[src/rtl/pc_redirect_unit_pkg.sv]
// pc_redirect_unit_pkg
//   Shared types and constants for the PC / fetch-redirect unit.
//   pcu_state_e : fetch FSM states (IDLE, FETCH, WAIT, HALTED), 2-bit encoding.
//   PC_STEP     : sequential instruction stride in bytes.
package pc_redirect_unit_pkg;

    typedef enum logic [1:0] {
        PCU_IDLE   = 2'd0,
        PCU_FETCH  = 2'd1,
        PCU_WAIT   = 2'd2,
        PCU_HALTED = 2'd3
    } pcu_state_e;

    localparam int unsigned PC_STEP = 4;

endpackage

[src/rtl/pc_redirect_unit_flush_counter.sv]
// flush_counter
//   Loadable down-counter; nonzero is high while the count is above zero.
//   Ports:
//     clk     in   clock, rising edge
//     rst     in   asynchronous reset, active-high (count -> 0)
//     load    in   load LOAD_VALUE at the next edge (wins over decrement)
//     nonzero out  count != 0
module flush_counter
    import pc_redirect_unit_pkg::*;
#(
    parameter int unsigned LOAD_VALUE = 2,
    parameter int unsigned WIDTH      = $clog2(LOAD_VALUE + 1)
) (
    input  logic clk,
    input  logic rst,
    input  logic load,
    output logic nonzero
);

    logic [WIDTH-1:0] count;

    always_ff @(posedge clk or posedge rst) begin
        if (rst) begin
            count <= '0;
        end else if (load) begin
            count <= WIDTH'(LOAD_VALUE);
        end else if (count != '0) begin
            count <= count - WIDTH'(1);
        end
    end

    assign nonzero = (count != '0);

endmodule

[src/rtl/pc_redirect_unit.sv]
// pc_redirect_unit
//   Owns the fetch PC and the instruction-fetch request. Redirects fetch on
//   an EX-stage branch/jump, generates the wrong-path flush, and handles
//   load-use stalls, instruction-memory wait states and halt.
//   Optional build macro: PC_MISALIGN_TRAP_EN (misaligned redirect halts and
//   pulses misalign_o instead of being rounded down to a word address).
//   Ports:
//     clk, rst        clock / asynchronous active-high reset
//     stall_i         hold PC and IF/ID
//     branch_taken_i  qualified branch decision from EX
//     jump_i          JAL/JALR resolved in EX
//     target_i        redirect target from EX
//     halt_i          ECALL/EBREAK decoded in ID
//     imem_ready_i    instruction memory returns data this cycle
//     imem_req_o      fetch request at pc_o
//     pc_o            current fetch PC
//     pc_plus4_o      pc_o + 4 (combinational)
//     if_valid_o      IF/ID may capture the fetched instruction
//     flush_o         squash IF/ID and ID/EX
//     halted_o        fetch stopped until reset
//     misalign_o      (PC_MISALIGN_TRAP_EN only) one-cycle misaligned-target pulse
module pc_redirect_unit
    import pc_redirect_unit_pkg::*;
#(
    parameter int unsigned     XLEN         = 32,
    parameter logic [XLEN-1:0] RESET_PC     = '0,
    parameter int unsigned     FLUSH_CYCLES = 2
) (
    input  logic            clk,
    input  logic            rst,
    input  logic            stall_i,
    input  logic            branch_taken_i,
    input  logic            jump_i,
    input  logic [XLEN-1:0] target_i,
    input  logic            halt_i,
    input  logic            imem_ready_i,
    output logic            imem_req_o,
    output logic [XLEN-1:0] pc_o,
    output logic [XLEN-1:0] pc_plus4_o,
    output logic            if_valid_o,
    output logic            flush_o,
    output logic            halted_o
`ifdef PC_MISALIGN_TRAP_EN
    ,
    output logic            misalign_o
`endif
);

    pcu_state_e      state, state_next;
    logic [XLEN-1:0] pc_next;
    logic [XLEN-1:0] redirect_target;
    logic            redirect;
    logic            take_redirect;

    assign redirect      = branch_taken_i | jump_i;
    assign take_redirect = redirect && (state != PCU_HALTED);
    assign pc_plus4_o    = pc_o + XLEN'(PC_STEP);

`ifdef PC_MISALIGN_TRAP_EN
    logic misaligned;
    assign misaligned      = (target_i[1:0] != 2'b00);
    assign redirect_target = target_i;
`else
    assign redirect_target = {target_i[XLEN-1:2], 2'b00};
`endif

    always_ff @(posedge clk or posedge rst) begin
        if (rst) begin
            state <= PCU_IDLE;
            pc_o  <= RESET_PC;
        end else begin
            state <= state_next;
            pc_o  <= pc_next;
        end
    end

`ifdef PC_MISALIGN_TRAP_EN
    always_ff @(posedge clk or posedge rst) begin
        if (rst) begin
            misalign_o <= 1'b0;
        end else begin
            misalign_o <= take_redirect && misaligned;
        end
    end
`endif

    // Normal FETCH/WAIT sequencing first, then redirect/halt override it,
    // which gives the redirect > halt > stall > advance priority.
    always_comb begin
        state_next = state;
        pc_next    = pc_o;
        imem_req_o = 1'b0;
        if_valid_o = 1'b0;
        halted_o   = 1'b0;

        case (state)
            PCU_IDLE: begin
                state_next = PCU_FETCH;
            end
            PCU_FETCH, PCU_WAIT: begin
                imem_req_o = 1'b1;
                if (imem_ready_i) begin
                    state_next = PCU_FETCH;
                    if (!stall_i) begin
                        if_valid_o = 1'b1;
                        pc_next    = pc_plus4_o;
                    end
                end else begin
                    state_next = PCU_WAIT;
                end
            end
            PCU_HALTED: begin
                halted_o = 1'b1;
            end
            default: begin
                state_next = PCU_IDLE;
            end
        endcase

        if (take_redirect) begin
            // A pending WAIT is simply abandoned: memory reads have no side effects.
            if_valid_o = 1'b0;
            state_next = PCU_FETCH;
            pc_next    = redirect_target;
`ifdef PC_MISALIGN_TRAP_EN
            if (misaligned) begin
                state_next = PCU_HALTED;
                pc_next    = pc_o;
            end
`endif
        end else if (halt_i && state != PCU_HALTED) begin
            state_next = PCU_HALTED;
            pc_next    = pc_o;
        end
    end

    flush_counter #(
        .LOAD_VALUE (FLUSH_CYCLES),
        .WIDTH      ($clog2(FLUSH_CYCLES + 1))
    ) u_flush_counter (
        .clk     (clk),
        .rst     (rst),
        .load    (take_redirect),
        .nonzero (flush_o)
    );

endmodule
[config.mk]
export PLATFORM = sky130hd
export DESIGN_NAME = pc_redirect_unit
export DESIGN_NICKNAME = d
export VERILOG_FILES = /design/src/rtl/pc_redirect_unit_pkg.sv /design/src/rtl/pc_redirect_unit_flush_counter.sv /design/src/rtl/pc_redirect_unit.sv
export SDC_FILE = /design/constraint.sdc
export NUM_CORES = 1
export LEC_CHECK = 0
export CAP_MARGIN = 20
export CORE_MARGIN = 2
export CORE_UTILIZATION = 43
export DETAILED_ROUTE_END_ITERATION = 7
export PLACE_DENSITY = 0.82
export SLEW_MARGIN = 10
export SYNTH_ARGS = -nofsm -noshare
export SYNTH_HDL_FRONTEND = slang
export SYNTH_HIERARCHICAL = 1
export SYNTH_SLANG_ARGS = --single-unit
[constraint.sdc]
create_clock -name clk -period 2.7 [get_ports clk]
set_clock_uncertainty 0.2 [all_clocks]
set_input_delay 0.54 -clock clk [delete_from_list [all_inputs] [get_ports clk]]
set_output_delay 0.54 -clock clk [all_outputs]
set_load 0.005 [all_outputs]
==> impl_metrics.tcl, run 1 <==
set metrics [dict create \
    status "finished, violations left" \
    violations "setup timing" \
    path_max_fanout 3 \
    yosysTopAreaCellShare 0.3471 \
    cts_hold_buf 0 \
    critPathKind "flop to output pin" \
    fin_crit_sh 1.091 \
    drive_gt1_frac 0.2857 \
    vias_per_cell 5.307 \
    num_io_pins 107 \
    grt_start_max_net_pins 59 \
    end_kind "output pin" \
    die_x_um 79.50 \
    area_growth_pct 71.87 \
    synthFlopType "dfrtp_1" \
    slowest_stage "or4_4" \
    cts_buffers 5 \
    ys_top_cells_by_area "dfrtp_1, xnor2_1, xor2_1, nand2_1, o21ai_0" \
    grt_overflow 0 \
    nets 506 \
    fin_ws_ps -245.2 \
    fin_hold_ws_ps 227.1 \
    start_util 0.4451 \
    wl_per_cell_um 16.07 \
    setup_violations 6 \
    ys_seq_area_frac 0.3471 \
    syn_inst 301 \
    nFillCells 370 \
    grt_pass1_vias 2792 \
    vias 2834 \
    tightestPinTransition_ps 536.3 \
    stdcell_area_um2 4213 \
    hold_violations 0 \
    drt-pass1-iter-count 4 \
    critPathLaunchType "flop" \
    hpwl_mm 5.833 \
    synth_common_cells "nand2_1, xnor2_1, dfrtp_1" \
    placed_area_um2 3844 \
    cp_slowest_stage_delay_ps 460 \
    leakagePower_nw 1.771 \
    ys_ff_latch 34 \
    cts_tree "yes" \
    grt_pass1_wl_mm 12.92 \
    yosys.area.top_type "dfrtp_1" \
    initialDrtViolationCount 207 \
    drc 0 \
    core_um2 5507 \
    numPortBuffers 100 \
    syn_area_um2 2451 \
    antenna_left 0 \
    h-tree-depth 2 \
    yosys_warnings 6 \
    cts_root_buffer "clkbuf_8" \
    fmax_mhz 339.5 \
    insertion_delay_ps 290 \
    clk_pin_slew_ps 60 \
    hold_path_class "input port to async pin" \
    wirelength_mm 8.584 \
    p_per_area_nw_per_um2 337.2 \
    async_flop_share 1.000 \
    place.gp.congestion 0.8647 \
    ir_drop_mv 0.2456 \
    n_antenna_cell 0 \
    period_needed_ps 2945 \
    cts.sinks 34 \
    antenna_found_initial 0 \
    avgSynthCellArea_um2 8.143 \
    max_slew_margin 0.6425 \
    critical-path-top-delay-family "simple AND/OR/NAND/NOR gates" \
    crit_required_ps 1960 \
    synth-edff-count 0 \
    cp_cell_sequence "ha_2 > and4_4 > nand2_2 > or4_4 > buf_12 > buf_6 > nor2_4 > xor2_1 > buf_2" \
    drv_cap 0 \
    rsz0062_at_grt "yes" \
    drv_slew 0 \
    cts_buffer_depth 2 \
    fp-row-count 27 \
    die_area_um2 6320 \
    multi_input_area_um2 1654 \
    grtUsageTotal 0.2601 \
    synthMostInstantiatedCell "nand2_1" \
    worst_ep_arrival_time_ps 2210 \
    worst-path-buf-inv 3 \
    die_h_um 79.50 \
    synth_cell_type_count 38 \
    seq_area_um2 850.8 \
]
metrics by stage:
step           setup TNS [ps]  setup slack, ps  std cells  power [W]    util
2_1_floorplan               0            25.44        304  0.0007752       -
3_3_place_gp            -1148           -257.7        512   0.001027  0.6980
3_5_place_dp            -1470           -289.8        512   0.001046  0.6980
4_1_cts                -733.6           -204.5        529   0.001406  0.7439
5_1_grt                 -1734           -312.2        534   0.001485  0.7651
6_report                -1010           -245.2        534   0.001420  0.7651
report_power, final:
part	internal, W	leakage, nW	switching, W
clock network	0.000197	0.0431	0.000177
registers	0.000556	0.408	0.0000328
logic	0.000274	1.32	0.000184
total	0.00103	1.77	0.000394
kinds of logic after synthesis:
group,synth area share
flip-flops,0.3471
XOR/XNOR,0.2037
buffers and inverters,0.06380
AND/OR/NAND/NOR,0.2859
multiplexers,0.004594
other,0.001530
adder cells (fa/ha/maj),0.02042
AO/OA/AOI/OAI,0.07300
repair_timing:
item / in CTS / in global routing
gates cloned: 0 / 0
resized for setup: 82 / 35
pin swaps: 21 / 5
endpoints found under the setup margin: 24 / 16
setup buffers: 11 / 7
worst register-to-register path: cells and delay by family (launching register included):
kind / cells / cell delay [ps]
xor gates and xnor gates: 1 / 200
AOI/OAI and AO/OA: 1 / 100
adders and majority gates: 1 / 370
and+or+nand+nor: 3 / 1080
DFF: 1 / 410
path summary, 6_finish.rpt:
| check | from | endpoint | depth (start not counted) | slack [ps] |
|---|---|---|---|---|
| max | pc_o[3] | pc_plus4_o[28] | 9 | -250 |
| min | rst | u_flush_counter/count[0] | 2 | 230 |
| max reg2reg | state[0] | pc_o[24] | 6 | 210 |
| min reg2reg | state[1] | state[1] | 2 | 350 |
| max in group asynchronous | rst | pc_o[3] | 3 | 1530 |
| min in group clk | state[1] | state[1] | 2 | 350 |
layer usage:
layer  track usage  up-vias  routed length (um)
met5             0        -                   0
met4       0.08276        0                 213
met3       0.04864       24                 505
met2        0.4697      109                4432
met1        0.3096     1376                3433
li1              -     1325                   -
cell usage in the layout (no fill, tap or decap), types with 2 or more instances in the layout:
cell type	n
dfrtp_1	34
or2_2	2
nand2_1	44
clkbuf_2	5
nor2_4	8
nor4_1	10
nand2_4	2
o21ai_2	2
buf_4	62
o21ai_1	2
and4_4	2
buf_2	9
nor2_1	15
and4_1	2
dlymetal6s2s_1	2
nor2_2	4
dlygate4sd2_1	8
buf_6	8
nand4_1	10
nand3_2	4
conb_1	4
nand3_4	2
nor3_1	7
xor2_1	22
nand3_1	9
o21ai_0	25
nor2b_1	2
or4_1	2
clkdlybuf4s50_1	76
xnor2_2	3
nand2_2	2
xnor2_1	32
ha_1	3
inv_1	9
and3_1	3
clkbuf_8	6
sequential cells by signal (all words and copies together), names as in the netlist:
register	cells
u_flush_counter/count	2
state	2
pc_o	30
cell type report:
| cell class | count | area share |
|---|---|---|
| tap | 72 | 0.02138 |
| inverter | 9 | 0.008019 |
| sequential | 34 | 0.2020 |
| timing repair buffer | 171 | 0.3564 |
| multi-input combinational | 242 | 0.3926 |
| clock buffer | 6 | 0.01960 |
No activity file was read; power rests on OpenSTA's default activity.
==> inputs of run 2 (changes only) <==
--- a/config.mk
+++ b/config.mk
@@ -7,9 +7,9 @@
 export LEC_CHECK = 0
 export CAP_MARGIN = 20
 export CORE_MARGIN = 2
-export CORE_UTILIZATION = 43
+export CORE_UTILIZATION = 39
 export DETAILED_ROUTE_END_ITERATION = 7
-export PLACE_DENSITY = 0.82
+export PLACE_DENSITY = 0.78
 export SLEW_MARGIN = 10
 export SYNTH_ARGS = -nofsm -noshare
 export SYNTH_HDL_FRONTEND = slang
==> constraint.sdc (replaced) <==
create_clock -name clk -period 2.44 [get_ports clk]
set_clock_uncertainty 0.2 [all_clocks]
set_input_delay 0.488 -clock clk [delete_from_list [all_inputs] [get_ports clk]]
set_output_delay 0.488 -clock clk [all_outputs]
set_load 0.005 [all_outputs]
==> run 2 against run 1 <==
The flow still finishes with violations (setup timing). Core utilization fell by 4.1 points. Clock-buffer cell count unchanged. Critical path depth is 1 lower. Global-route usage decreased by 2.3 points. Hold slack worse by 32 ps. Flip-flop and latch count is the same. Die area is 9.7% higher. Critical path type unchanged. Critical endpoint unchanged. Largest power group unchanged.
==> impl_metrics.tcl, run 2 (synthesis gave the netlist of run 1 again) <==
set metrics [dict create \
    wirelength_mm 9.020 \
    hpwl_mm 5.925 \
    top_register "pc_o" \
    cts_tree "yes" \
    ir_drop_mv 0.2783 \
    drv_cap 0 \
    rsz0062_at_grt "yes" \
    grt_overflow 0 \
    setup_violations 20 \
    critPathKind "flop to output pin" \
    tightestPinTransition_ps 524.4 \
    die_x_um 83.28 \
    area_growth_pct 76.98 \
    cts_buffers 5 \
    reg_top3 "pc_o x30, state x2, u_flush_counter/count x2" \
    initialDrtViolationCount 208 \
    grt_pass1_vias 2848 \
    grtUsageTotal 0.2370 \
    cts.sinks 34 \
    leakagePower_nw 1.817 \
    period_needed_ps 2797 \
    h-tree-depth 2 \
    fin_crit_sh 1.146 \
    violations "setup timing" \
    end_kind "output pin" \
    fmax_mhz 357.5 \
    p_per_area_nw_per_um2 416.3 \
    worst-path-buf-inv 2 \
    antenna_left 0 \
    antenna_found_initial 0 \
    grt_start_max_net_pins 59 \
    die_h_um 83.28 \
    largest_reg_flops 30 \
    vias_per_cell 5.322 \
    critical_path.reg2reg.startpoint "pc_o[15]" \
    cp_cell_sequence "ha_4 > and4_4 > nand2_4 > or4_4 > buf_6 > nor2_4 > xor2_1 > buf_2" \
    nets 511 \
    drv_slew 0 \
    fin_hold_ws_ps 194.9 \
    critPathLaunchType "flop" \
    place.gp.congestion 0.8648 \
    max_slew_margin 0.6504 \
    cp.depth 8 \
    drc 0 \
    status "finished, violations left" \
    worst_ep_arrival_time_ps 2110 \
    final_cell_mix "clkdlybuf4s50_1, buf_4, nand2_1, dfrtp_1, xnor2_1" \
    cts_hold_buf 0 \
    crit_start "pc_o[3]" \
    drt-pass1-iter-count 5 \
    n_antenna_cell 0 \
    dp_slack_ps -354.3 \
    vias 2895 \
    clk_pin_slew_ps 70 \
    timing.rr.end "pc_o[27]" \
    fin_ws_ps -356.8 \
    core_um2 5991 \
    crit_required_ps 1750 \
    insertion_delay_ps 290 \
    cp_slowest_stage_delay_ps 480 \
    cts_buffer_depth 2 \
    rrSetupSlack_ps -10 \
    cts_root_buffer "clkbuf_8" \
    nFillCells 402 \
    start_util 0.4091 \
    die_area_um2 6935 \
    r2r_cells 5 \
    wl_per_cell_um 16.58 \
    hold_path_class "input port to async pin" \
    numPortBuffers 100 \
    layout_commonest_cell "clkdlybuf4s50_1" \
    grt_pass1_wl_mm 13.43 \
    fp-row-count 28 \
    hold_violations 0 \
    critPathCapture "pc_plus4_o[28]" \
    drive_gt1_frac 0.3198 \
    path_max_fanout 4 \
    num_io_pins 107 \
    slowest_stage "or4_4" \
    critical-path-top-delay-family "simple AND/OR/NAND/NOR gates" \
]
-- run 2: cell types whose count changed in the layout (fill, tap and decap cells not counted), sizes merged --
cell           change
dlymetal6s2s       -2
clkbuf             -1
buf                +9
bufinv             +2
clkdlybuf4s50      -4
clkdlybuf4s15      +2
dlygate4sd2        +1
-- run 2: worst min-delay path by stage --
stage / end / cells past startpoint / from
floorplan: u_flush_counter/count[0] / 1 / rst
global placement: state[1] / 2 / state[1]
detailed placement: state[1] / 2 / state[1]
CTS: u_flush_counter/count[1] / 2 / rst
global route: u_flush_counter/count[1] / 2 / rst
finish: u_flush_counter/count[1] / 2 / rst
-- run 2: cell type report --
cell class / count / area [um^2] / share of cell area
timing repair buffer: 176 / 1519 / 0.3502
clock buffer: 6 / 82.58 / 0.01904
tap: 75 / 93.84 / 0.02163
sequential: 34 / 852.1 / 0.1964
inverter: 9 / 33.78 / 0.007788
multi-input combinational: 242 / 1697 / 0.3911
clock inverter: 2 / 60.06 / 0.01384
-- run 2: worst register-to-register path, cell delays in order, from the launching register on --
cell	delay (ps)
dfrtp_1	420
nand4_1	220
or4_1	780
nor4_2	450
xnor2_1	180
o21ai_2	70
-- run 2: report_power, final --
| part | switching (W) | internal (W) | total, W |
|---|---|---|---|
| Sequential | 0.0000371 | 0.000615 | 0.000652 |
| Clock | 0.000210 | 0.000436 | 0.000646 |
| Combinational | 0.000206 | 0.000302 | 0.000508 |
-- run 2: stage by stage --
step | instances | util | setup TNS, ps | power, W | instance area [um^2]
final | 544 | 0.7241 | -3046 | 0.001806 | 4338
after global routing | 544 | 0.7241 | -4592 | 0.001889 | 4338
after CTS | 539 | 0.7053 | -3052 | 0.001797 | 4225
after detailed placement | 521 | 0.6541 | -5483 | 0.001165 | 3919
after global placement | 521 | 0.6541 | -4271 | 0.001145 | 3919
after floorplan | 304 | - | 0 | 0.0008618 | 2490
-- run 2: per-layer routing --
| metal | global-route usage | share of wire | wire [um] | up-vias |
|---|---|---|---|---|
| met5 | 0 | 0 | 0 | - |
| met4 | 0.08942 | 0.031 | 283 | 0 |
| met3 | 0.05467 | 0.065 | 588 | 28 |
| met2 | 0.4245 | 0.53 | 4740 | 144 |
| met1 | 0.2729 | 0.38 | 3407 | 1381 |
| li1 | - | - | - | 1342 |
-- run 2: repair_timing --
item,in CTS,in global routing
pin swaps,18,17
resized for setup,102,37
setup endpoints to repair,27,27
setup buffers,10,6
==> inputs of run 3 (changes only) <==
==> constraint.sdc (replaced) <==
create_clock -name clk -period 2.4 [get_ports clk]
set_clock_uncertainty 0.2 [all_clocks]
set_input_delay 0.48 -clock clk [delete_from_list [all_inputs] [get_ports clk]]
set_output_delay 0.48 -clock clk [all_outputs]
set_load 0.005 [all_outputs]
==> run 3 against run 2 <==
The flow still finishes with violations (setup timing). Global-route usage increased by 0.33 points. First-iteration DRC count decreased by 17%. Wire length decreased by 3.5%. Design area decreased by 0.52%. Worst setup slack got worse by 23 ps. Flip-flop and latch count unchanged. Clock power decreased by 30%. Critical path type unchanged. Largest cell class unchanged.
==> impl_metrics.tcl, run 3 (synthesis gave the netlist of run 1 again) <==
set metrics [dict create \
    crit_start "pc_o[3]" \
    stdcell_area_um2 4315 \
    max_slew_margin 0.6448 \
    grtUsageTotal 0.2403 \
    initialDrtViolationCount 172 \
    drv_slew 0 \
    antenna_left 0 \
    placed_area_um2 3949 \
    cp_cell_sequence "ha_4 > and4_4 > nand2_4 > or4_4 > buf_4 > nor2_4 > xor2_1 > buf_2" \
    met1_usage 0.2848 \
    timing.rr.end "pc_o[28]" \
    critical_path.reg2reg.startpoint "pc_o[15]" \
    rrSetupSlack_ps 130 \
    num_io_pins 107 \
    cts_buffers 5 \
    fin_hold_ws_ps 161.1 \
    h-tree-depth 2 \
    drive_gt1_frac 0.3340 \
    grt_start_max_net_pins 59 \
    grt_pass1_vias 2827 \
    grt_pass1_wl_mm 13.47 \
    cts_hold_buf 0 \
    multi_input_area_um2 1710 \
    slowest_stage "or4_4" \
    grt.met3_usage 0.03380 \
    vias_per_cell 5.189 \
    nets 512 \
    ir_drop_mv 0.3533 \
    violations "setup timing" \
    crit_required_ps 1720 \
    fmax_mhz 359.8 \
    fin_crit_sh 1.158 \
    rsz0062_at_grt "yes" \
    insertion_delay_ps 300 \
    antenna_found_initial 0 \
    die_h_um 83.28 \
    drt-pass1-iter-count 4 \
    period_needed_ps 2779 \
    vias 2828 \
    grt_overflow 0 \
    tightestPinTransition_ps 532.8 \
    reg_top3 "pc_o x30, state x2, u_flush_counter/count x2" \
    core_um2 5991 \
    top_register "pc_o" \
    wirelength_mm 8.702 \
    layout_commonest_cell "clkdlybuf4s50_1" \
    hpwl_mm 5.793 \
    worst_ep_arrival_time_ps 2100 \
    cts_root_buffer "clkbuf_8" \
    status "finished, violations left" \
    fp-row-count 28 \
    fin_ws_ps -379.4 \
    wl_per_cell_um 15.97 \
    setup_violations 20 \
    leakagePower_nw 1.850 \
    globalRouteMet2Util 0.4289 \
    clk_pin_slew_ps 70 \
    die_area_um2 6935 \
    cts_buffer_depth 2 \
    numPortBuffers 100 \
    r2r_cells 5 \
    place.gp.congestion 0.8589 \
    total_power_w 0.001630 \
    hold_path_class "input port to async pin" \
    drv_cap 0 \
    grt-busiest-layer "met2" \
    die_x_um 83.28 \
    critPathCapture "pc_plus4_o[30]" \
    area_growth_pct 76.06 \
    hold_violations 0 \
    start_util 0.4091 \
    seq_area_um2 852.1 \
    p_per_area_nw_per_um2 377.8 \
    final_cell_mix "clkdlybuf4s50_1, buf_4, nand2_1, dfrtp_1, xnor2_1" \
    largest_reg_flops 30 \
    critPathLaunchType "flop" \
    cts_tree "yes" \
    n_antenna_cell 0 \
    critPathKind "flop to output pin" \
    cp_slowest_stage_delay_ps 450 \
    drc 0 \
    finalSetupTns_ps -4074 \
    cts.sinks 34 \
    path_max_fanout 2 \
    end_kind "output pin" \
    nFillCells 450 \
]
-- run 3: worst min-delay path by stage --
stage                                   from                  endpoint  cells past startpoint
finish                                   rst  u_flush_counter/count[0]                      2
global route                             rst  u_flush_counter/count[0]                      2
CTS                                      rst  u_flush_counter/count[0]                      2
detailed placement  u_flush_counter/count[0]  u_flush_counter/count[0]                      2
global placement                    state[1]                  state[1]                      2
floorplan                                rst  u_flush_counter/count[0]                      1
-- run 3: per-layer routing --
layer  vias to the layer above  share of wire  routed length, um
met5                         -              0                  0
met2                       124           0.50               4347
met4                         0          0.038                332
li1                       1344              -                  -
met3                        26          0.062                543
met1                      1334           0.40               3477
-- run 3: power breakdown --
part           internal [W]  switching (W)
clock              0.000231       0.000223
combinational      0.000309       0.000207
sequential         0.000625      0.0000361
-- run 3: what timing repair did --
item                                    4_1_cts  5_1_grt
gates cloned                                  0        0
gates resized for setup                      98       42
endpoints found under the setup margin       28       35
pin swaps                                    19       13
setup buffers                                10        5
-- run 3: critical path: cells and delay by family (launching register included) --
family | cells | cell delay (ps)
and+or+nand+nor | 4 | 830
adders and majority gates | 1 | 150
buffers and inverters | 2 | 290
xor gates and xnor gates | 1 | 140
DFF | 1 | 390
-- run 3: cell type report --
cell class	instances	share of cell area
Timing Repair Buffer	177	0.3546
Tap cell	75	0.02175
Multi-Input combinational cell	242	0.3963
Clock inverter	2	0.002899
Sequential cell	34	0.1974
Clock buffer	6	0.01914
Inverter	9	0.007828
-- run 3: per-stage QoR --
step,setup WS (ps),instances,utilization
after CTS,-403.8,543,0.6999
after floorplan,5.199,304,-
after detailed placement,-394.6,525,0.6591
final,-379.4,545,0.7203
after global routing,-453.5,545,0.7203
after global placement,-380.8,525,0.6591
